### config.mk
export PLATFORM = sky130hd
export DESIGN_NAME = adder8_frame_accum
export DESIGN_NICKNAME = d
export VERILOG_FILES = /design/src/rtl/adder8_frame_accum.sv
export SDC_FILE = /design/constraint.sdc
export NUM_CORES = 1
export LEC_CHECK = 0
export CAP_MARGIN = 10
export CORE_MARGIN = 2
export CORE_UTILIZATION = 40
export CTS_BUF_LIST = sky130_fd_sc_hd__clkbuf_4
export CTS_CLUSTER_DIAMETER = 60
export DETAILED_ROUTE_END_ITERATION = 8
export PLACE_DENSITY = 0.72
export RECOVER_POWER = 100
export SYNTH_ARGS = -nofsm -noshare
export SYNTH_HDL_FRONTEND = slang
export SYNTH_SLANG_ARGS = --single-unit
### constraint.sdc
create_clock -name clk -period 2.7 [get_ports clk]
set_input_delay 0.81 -clock clk [delete_from_list [all_inputs] [get_ports clk]]
set_output_delay 0.81 -clock clk [all_outputs]
set_load 0.01 [all_outputs]
### src/rtl/adder8_frame_accum.sv
// Frame accumulator behind the registered 8-bit adder.
// Sums 9-bit adder results per frame and hands totals out via valid/ready.
module adder8_frame_accum #(
  parameter int FRAME_LEN = 16,
  parameter int ACC_W     = 16
) (
  input  logic             clk,
  input  logic             rst,
  input  logic             in_valid,
  input  logic [7:0]       in_sum,
  input  logic             in_carry,
  input  logic             clear,
  output logic             out_valid,
  input  logic             out_ready,
  output logic [ACC_W-1:0] out_acc,
  output logic             out_ovf,
  output logic [7:0]       drop_cnt
);

  localparam int CW = $clog2(FRAME_LEN + 1);

  typedef enum logic {
    IDLE,
    ACCUM
  } state_t;

  state_t           state;
  logic [ACC_W-1:0] acc;
  logic [CW-1:0]    cnt;
  logic             ovf;

  logic             accept;
  logic             done;
  logic             free;
  logic [ACC_W-1:0] base;
  logic [ACC_W:0]   sum;
  logic             ovf_nxt;

  always_comb begin
    accept  = in_valid && !clear;
    done    = accept && (cnt == CW'(FRAME_LEN - 1));
    free    = !out_valid || out_ready;
    base    = (state == ACCUM) ? acc : '0;
    sum     = {1'b0, base} + {1'b0, ACC_W'({in_carry, in_sum})};
    ovf_nxt = ovf || sum[ACC_W];
  end

  always_ff @(posedge clk) begin
    if (rst) begin
      state     <= IDLE;
      acc       <= '0;
      cnt       <= '0;
      ovf       <= 1'b0;
      out_valid <= 1'b0;
      out_acc   <= '0;
      out_ovf   <= 1'b0;
      drop_cnt  <= '0;
    end else begin
      if (clear) begin
        state <= IDLE;
        acc   <= '0;
        cnt   <= '0;
        ovf   <= 1'b0;
      end else if (accept) begin
        if (done) begin
          state <= IDLE;
          acc   <= '0;
          cnt   <= '0;
          ovf   <= 1'b0;
        end else begin
          state <= ACCUM;
          acc   <= sum[ACC_W-1:0];
          cnt   <= cnt + CW'(1);
          ovf   <= ovf_nxt;
        end
      end

      // Overrun keeps the held result; the new total is lost.
      if (done && free) begin
        out_valid <= 1'b1;
        out_acc   <= sum[ACC_W-1:0];
        out_ovf   <= ovf_nxt;
      end else if (done) begin
        if (drop_cnt != 8'hFF)
          drop_cnt <= drop_cnt + 8'd1;
      end else if (out_valid && out_ready) begin
        out_valid <= 1'b0;
      end
    end
  end

endmodule
[Word-level counts from Yosys, hierarchy flattened]
Index checks and enable logic that the tools add are counted.
W data, S select, Z words.
Storage, ports and cells
  register bits after elaboration: 49
  latch bits: 0
  RAM bits: 0
  bits in read-only memories: 0
  input bits: 14
  output and inout bits: 26
  word-level logic and storage cells: 35
  memories kept: 0
Operators by class
  add/sub/neg operators: 3
  multiply operators: 0
  div/mod/pow operators: 0
  $lt $le $gt $ge: 0
  eq/ne operators: 3
  shift operators: 0
  muxes and demuxes: 8
  bitwise logic cells: 1
  reductions and logical operators: 12
Operators with widths (count)
  $mux W16: 2
  $add A16 B9 Y17: 1
  $add A8 B1 Y8 const B: 1
  $ne A8 B8 Y1 const B: 1
  $add A5 B1 Y5 const B: 1
  $eq A5 B4 Y1 const B: 1
  $mux W1: 5
  $mux W5: 1
  $logic_and A1 B1 Y1: 4
  $reduce_and A3 Y1: 1
  $logic_not A1 Y1: 2
  $logic_or A1 B1 Y1: 2
  $ne A2 B1 Y1 const B: 1
  $reduce_and A2 Y1: 1
  $reduce_bool A2 Y1: 1
  $reduce_or A2 Y1: 1
  $not A1 Y1: 1

[Longest topological paths before layout]
Gate-level depths: netlist (run 1).
  word-level depth: 6
  depth in mapped cells: 11
  depth with buffers taken out: 9

[Worst setup path before layout (run 1)]
OpenSTA, ideal clock, no wires.
  path kind: input to register
  start: input in_sum[0]
  end: register out_acc[14]
  setup time: 79 ps
  data arrival time: 2631 ps
  data required time: 2621 ps
  slack: -11 ps
  stages on the path: 8
  buffers on the path: 0
  cell sequence: ha_1 fa_1 a21o_1 a221oi_2 o31ai_4 nor3b_4 xor2_1 a211oi_2
Between the ends
  cells in the longest elaborated chain, start to end: 1
Ends and longest elaborated chain
  start: declaration: line 10  | input logic [7:0] in_sum,
  $add A16 B9 Y17: line 44  | sum = {1'b0, base} + {1'b0, ACC_W'({in_carry, in_sum})};
  end signal: assignment: line 81  | out_acc <= sum[ACC_W-1:0];
  end: declaration: line 15  | output logic [ACC_W-1:0] out_acc,
No other way between the ends.
A chain may end at the register's enable or synchronous reset.

[Worst setup path after layout (run 1)]
  start: input in_sum[4]
  end: register out_acc[15]
Same word-level chain as after synthesis.

==> metrics.md, run 1 <==
| Metric | Value |
|---|---|
| Run status | `complete, no violations` |
| Cell variety after synth | `55` |
| Via density | `5.40` |
| Max cap viols | `0` |
| Final setup TNS | `0 ns` |
| Via count | `2372` |
| Core Rows | `29` |
| Diodes inserted | `0` |
| Drt first pass iters | `4` |
| Vias in the first global route | `2200` |
| ANT nets after route | `0` |
| Hold violation count in the final report | `0` |
| Final setup margin | `0.103 ns` |
| Area leader, netlist | `dfxtp_1` |
| Hold WC Path Type | `flip-flop to flip-flop` |
| Die area | `between 7000 and 8000 sq um` |
| Area contributors post-synth | `dfxtp_1 38%, ha_1 5.8%, nand2_1 5.4%` |
| Mapped Nets | `325` |
| Predominant post-synthesis flop cell | `dfxtp_1` |
| Footprint of the multi-input gates | `approximately 1500 sq um` |
| Clk buf depth | `2` |
| Fin util | `0.523` |
| Clk pin slew, worst setup/hold paths | `0.14 ns` |
| CP max-delay cell | `a21oi_1` |
| Placed wire-length estimate | `4570 um` |
| Leakage | `0.00131 uW` |
| Die Ht | `84.3 um` |
| RSZ-0062 raised after global routing | `false` |
| Switching Fraction | `0.238` |
| Critical path's top delay family | `compound AO/OA/AOI/OAI gates` |
| Seq. cell area | `981 sq um` |
| Crit end category | `flip-flop` |
| CP required | `2.98 ns` |
| Worst-Skew Late Latency | `0.37 ns` |
| EDFF count, synth | `0` |
| Crit path launch type | `input pin` |
| Internal power | `around 970 uW` |
| Syn-to-layout area delta | `27.4%` |
| Root buffer cell | `clkbuf_4` |
| Initial Util | `0.411` |
| Buffers on Ports | `39` |
| CTS Buf Count | `5` |
| Worst VDD drop | `279 uV` |
| Worst Tran Pin Value | `0.674 ns` |
| Worst-path fanout max | `6` |
| Final Skew | `about 0.012 ns` |
| DP Worst Slack | `-0.542 ns` |
| Share of the synthesized area in the top cell type | `0.380` |
| Final number of max-transition violations | `0` |
| DR WL/cell | `roughly 14 um` |
| Cell mode on critical path | `nand3_1` |
| Post-synthesis sequential area ratio | `0.380` |
| Clk pwr share | `0.341` |
| First-pass GRT wire length | `10200 um` |
| Placer Congestion | `0.898` |
| # fillers | `612` |
| Total Routing Usage GR | `0.175` |
| Final setup violating endpoints | `0` |
| Synthesized area per cell | `8.65 sq um` |
| Post-synthesis async set-or-reset flop share | `0` |
| Number of remaining DRC errors | `0` |
| WS Path Type | `input pin to flip-flop` |
| Comb power frac | `0.086` |
| Worst path bufs/invs | `2` |
| Critical path, cell by cell | `clkdlybuf4s50_1, ha_1, buf_4, nand3_1, nor2_1, o21ai_2, a21oi_1, nand3_1, a311oi_1` |
| YS warnings | `0` |
| PwrDens | `a little under 400 nW/um^2` |
| Die width | `84.3 um` |
| Initial antenna violation count | `0` |
| Pwr Total | `1270 uW` |
| Global route overflow | `0` |
| Post-Syn Area | `2580 sq um` |
| Tmin final | `2.60 ns` |
| Gate Count Post-Synth | `298` |
| Max-slew headroom | `0.551` |
| Core Box Area | `between 6000 and 7000 sq um` |
| CP arrival | `~2.9 ns` |
| CTS Hold Bufs | `0` |
| Crit-path max cell delay | `0.43 ns` |
| Period utilisation layout | `0.962` |
| Placed Cells | `430` |
| Layout Nets | `388` |
| Sw Pwr | `304 uW` |
| Post-Route WL | `between 6000 and 7000 um` |
| Depth of the CTS H-tree | `2` |
| Largest net degree at the start of global routing | `29` |
| Layout cells sized above 1 | `0.130` |
| Sink Count | `49` |
| Final non-filler cell total | `439` |
| TritonCTS clock tree | `built` |
| Yosys reg bits | `49` |
| Top Ports | `40` |
| Max Fclk | `between 300 and 400 MHz` |
| Reg power frac | `0.573` |
| Initial DRC count | `81` |
## cell type report
type | count | area share
Clock buffer | 5 | 0.0114
Clock inverter | 3 | 0.0126
Tap cell | 77 | 0.0293
Multi-Input combinational cell | 230 | 0.456
Inverter | 3 | 0.00343
Timing Repair Buffer | 72 | 0.189
Sequential cell | 49 | 0.299
## tightest hold or removal path, cell delays in order, from the launching register on
cell and delay, ns:
dfxtp_1 0.34, nand2_1 0.05, a21oi_1 0.05
## Yosys cell counts (2+ instances only)
| cell | count |
|---|---|
| dfxtp_1 | 49 |
| nand2_1 | 37 |
| nor2_1 | 34 |
| a21oi_1 | 23 |
| and2_1 | 12 |
| ha_1 | 12 |
| xor2_1 | 11 |
| clkbuf_1 | 9 |
| nand3_1 | 7 |
| o21ai_0 | 7 |
| xnor2_1 | 7 |
| nor3_1 | 6 |
| a211oi_1 | 5 |
| o22ai_1 | 5 |
| a21o_1 | 4 |
| a22oi_1 | 4 |
| a32o_1 | 4 |
| and3_1 | 4 |
| nand4_1 | 4 |
| a211oi_2 | 3 |
| buf_6 | 3 |
| inv_1 | 3 |
| nand3b_1 | 3 |
| nor2b_1 | 3 |
| a311oi_1 | 2 |
| a31o_2 | 2 |
| a31oi_1 | 2 |
| buf_2 | 2 |
| mux2i_1 | 2 |
| nand2b_1 | 2 |
| nor3b_1 | 2 |
| or3_1 | 2 |
## final timing paths
check             from          end  slack [ns]  cells past startpoint
max          in_sum[4]  out_acc[15]        0.10                      9
min reg2reg     acc[1]       acc[1]        0.47                      2
max reg2reg      state      acc[14]        0.23                      9
min             acc[1]       acc[1]        0.47                      2
## cells by family (layout without fill, tap and decap cells)
kind of cell	after synthesis	in the layout	share of synthesized area
simple gates	124	124	0.240
fa+ha+maj	13	13	0.0660
xor+xnor	18	18	0.0611
mux	2	2	0.00776
flops	49	49	0.380
compound gates	73	73	0.206
buf+inv	19	83	0.0388
## stage by stage
| stage | cell area [sq um] | hold WS [ns] |
|---|---|---|
| floorplan | 2590 | 0.412 |
| global placement | 3230 | 0.424 |
| detailed placement | 3230 | 0.450 |
| CTS | 3320 | 0.469 |
| global route | 3290 | 0.488 |
| finish | 3290 | 0.468 |
## power by group through the flow
stage,combinational (uW),sequential [uW],clock (uW)
finish,109,730,434
global route,118,731,466
CTS,112,730,440
detailed placement,111,746,0
global placement,109,745,0
floorplan,57.9,745,0
## registers in the layout (all words and copies together), names as in the netlist
register and cells:
cnt 5, acc 16, out_valid 1, ovf 1, state 1, drop_cnt 8, out_acc 16, out_ovf 1
## routing by layer
metal | GRT usage | up-vias | wire length (um)
met5 | 0 | - | 0
met4 | 0.0499 | 0 | 38
met3 | 0.0334 | 4 | 249
met2 | 0.293 | 45 | 3030
met1 | 0.232 | 1126 | 2920
li1 | - | 1197 | -
## what timing repair did
action                     CTS  global route
cloned                       0             0
hold endpoints to repair     0             0
pin swaps                    5             8
setup buffers                0             1
resized for setup            3             2
setup endpoints to repair    6             5
## layout by cell type, fill, tap and decap left out, types with 3 or more instances in the layout
cell and count:
dfxtp_1 49, and3_1 5, nor2_1 34, o22ai_1 5, inv_1 3, and2_1 12, a211oi_1 5, clkbuf_4 7
nor2b_1 3, ha_1 11, buf_4 25, a211oi_2 3, a21oi_1 23, nand3_1 7, xor2_1 11, xnor2_1 7
nor3_1 7, a21o_1 4, a22oi_1 4, o21ai_0 7, a32o_1 4, clkbuf_1 6, clkdlybuf4s50_1 9, dlygate4sd3_1 28
nand4_1 5, nand3b_1 3, nand2_1 37
No activity file was read; power rests on OpenSTA's default activity.
==> inputs of run 2 (changes only) <==
--- a/config.mk
+++ b/config.mk
@@ -7,11 +7,11 @@
 export LEC_CHECK = 0
 export CAP_MARGIN = 10
 export CORE_MARGIN = 2
-export CORE_UTILIZATION = 40
+export CORE_UTILIZATION = 35
 export CTS_BUF_LIST = sky130_fd_sc_hd__clkbuf_4
 export CTS_CLUSTER_DIAMETER = 60
 export DETAILED_ROUTE_END_ITERATION = 8
-export PLACE_DENSITY = 0.72
+export PLACE_DENSITY = 0.65
 export RECOVER_POWER = 100
 export SYNTH_ARGS = -nofsm -noshare
 export SYNTH_HDL_FRONTEND = slang
==> run 2 against run 1 <==
Compared with the run above:
- utilization fell by 6.1 points
- critical path depth fell by 1
- critical path type unchanged
- global-route usage fell by 1.7 points
- sequential power barely moved
- highest routed layer unchanged
- count of clock-buffer cells in the layout rose by 1
==> metrics.md, run 2 (synthesized netlist as in run 1, its figures left out) <==
| Metric | Value |
|---|---|
| Placed Cells | `452 (was 430)` |
| Worst-Skew Late Latency | `0.37 ns (about the same)` |
| Worst VDD drop | `205 uV (was 279 uV)` |
| Final Instance Area | `3320 sq um (was 3290 sq um)` |
| Crit end category | `flip-flop (unchanged)` |
| Layout cells sized above 1 | `0.129 (was 0.130)` |
| Global route overflow | `0 (unchanged)` |
| RSZ-0062 raised after global routing | `false (unchanged)` |
| Max cap viols | `0 (unchanged)` |
| Max Fclk | `381 MHz (was 385 MHz)` |
| Leakage | `0.00132 uW (was 0.00131 uW)` |
| Tmin final | `2.62 ns (was 2.60 ns)` |
| Vias in the first global route | `2299 (was 2200)` |
| Crit path launch type | `input pin (unchanged)` |
| Max-slew headroom | `0.634 (was 0.551)` |
| Syn-to-layout area delta | `28.7% (was 27.4%)` |
| Worst Tran Pin Value | `0.549 ns (was 0.674 ns)` |
| Period utilisation layout | `0.972 (was 0.962)` |
| Post-Route WL | `6360 um (was 6230 um)` |
| Sink Count | `49 (unchanged)` |
| PwrDens | `386 nW/um^2 (was 388 nW/um^2)` |
| Regs by FF count | `acc (16), out_acc (16), drop_cnt (8) (unchanged)` |
| Diodes inserted | `0 (unchanged)` |
| Die Ht | `89.8 um (was 84.3 um)` |
| CP arrival | `2.89 ns (was 2.88 ns)` |
| Initial antenna violation count | `0 (unchanged)` |
| Drt first pass iters | `5 (was 4)` |
| Depth of the CTS H-tree | `2 (unchanged)` |
| Core Rows | `31 (was 29)` |
| Placer Congestion | `0.835 (was 0.898)` |
| Commonest non-fill, non-tap cell in the layout | `dfxtp_1 (unchanged)` |
| Final setup violating endpoints | `0 (unchanged)` |
| Final non-filler cell total | `462 (was 439)` |
| Final number of max-transition violations | `0 (unchanged)` |
| Initial Util | `0.359 (was 0.411)` |
| Core Box Area | `7180 sq um (was 6280 sq um)` |
| Critical Path Source | `in_sum[4] (unchanged)` |
| Hold WC Path Type | `flip-flop to flip-flop (unchanged)` |
| Via count | `2381 (was 2372)` |
| CP required | `2.97 ns (was 2.98 ns)` |
| Placed wire-length estimate | `4790 um (was 4570 um)` |
| WS Path Type | `input pin to flip-flop (unchanged)` |
| TritonCTS clock tree | `built (unchanged)` |
| Layout Nets | `389 (was 388)` |
| Clk pin slew, worst setup/hold paths | `0.14 ns (about the same)` |
| DR WL/cell | `13.8 um (was 14.2 um)` |
| CTS Buf Count | `5 (unchanged)` |
| Worst-path fanout max | `6 (unchanged)` |
| Worst hold start | `out_acc[6] (was acc[1])` |
| Number of remaining DRC errors | `0 (unchanged)` |
| First-pass GRT wire length | `10800 um (was 10200 um)` |
| Via density | `5.15 (was 5.40)` |
| ANT nets after route | `0 (unchanged)` |
| R2r startpoint | `state (unchanged)` |
| Buffers on Ports | `39 (unchanged)` |
| Placed Area | `3260 sq um (was 3230 sq um)` |
| Run status | `complete, no violations (unchanged)` |
| Pwr Total | `1280 uW (was 1270 uW)` |
| Top Ports | `40 (unchanged)` |
| Root buffer cell | `clkbuf_4 (unchanged)` |
| Die width | `89.8 um (was 84.3 um)` |
| Die area | `8070 sq um (was 7100 sq um)` |
| CTS Hold Bufs | `0 (unchanged)` |
| Largest net degree at the start of global routing | `29 (unchanged)` |
| Final Skew | `0.0225 ns (was 0.0117 ns)` |
| Commonest cells after routing, fill and taps aside | `49 x dfxtp_1, 37 x nand2_1, 34 x nor2_1 (unchanged)` |
| Total Routing Usage GR | `0.158 (was 0.175)` |
| Clk buf depth | `2 (unchanged)` |
| Hold violation count in the final report | `0 (unchanged)` |
| Initial DRC count | `93 (was 81)` |
[run 2: cell count changes in the layout (fill, tap and decap cells not counted), sizes merged]
| cell | before | now |
|---|---|---|
| clkdlybuf4s50 | 9 | 10 |
| clkinvlp | 1 | 0 |
| dlymetal6s2s | 2 | 0 |
| dlygate4sd2 | 0 | 1 |
| clkbuf | 13 | 15 |
[run 2: metrics by stage]
stage / utilization / setup slack [ns] / hold WS (ns) / TNS (ns)
final: 0.463 / 0.0763 / 0.467 / 0
after global routing: 0.463 / 0.000818 / 0.484 / 0
after CTS: 0.468 / 0.0982 / 0.473 / 0
after detailed placement: 0.454 / -0.591 / 0.453 / -7.54
after global placement: 0.454 / -0.471 / 0.426 / -6.63
after floorplan: - / 0.0443 / 0.412 / 0
[run 2: power by group]
group / internal [uW] / switching, uW
logic: 49.1 / 57.8
registers: 727 / 2.46
clock network: 203 / 241
[run 2: layout make-up]
type,count,area [sq um]
Clock inverter,2,33.8
Tap cell,99,124
Clock buffer,6,45.0
Multi-Input combinational cell,230,1500
Fill cell,724,3860
Inverter,3,11.3
Timing Repair Buffer,73,623
Sequential cell,49,981
[run 2: path summary, 6_finish.rpt]
path	cells past startpoint	end	slack, ns
worst max register to register	9	acc[8]	0.21
worst max-delay path	8	out_acc[15]	0.08
worst min-delay path	2	out_acc[6]	0.47
worst min register to register	2	out_acc[6]	0.47
[run 2: routing by layer]
metal | GRT usage | routed length [um]
met4 | 0.0474 | 122
met1 | 0.198 | 2840
met3 | 0.0352 | 331
met5 | 0 | 0
met2 | 0.273 | 3070
[run 2: what timing repair did]
action	CTS	global route
endpoints found under the setup margin	9	0
endpoints found under the hold margin	0	0
buffers inserted	2	0
gates resized for setup	4	0
[run 2: worst max-delay path: stages]
cell,delay [ns]
clkdlybuf4s50_1,0.41
ha_1,0.32
a21o_1,0.23
a31o_2,0.25
o21ai_2,0.21
a21oi_1,0.20
a21o_1,0.21
a311oi_1,0.25
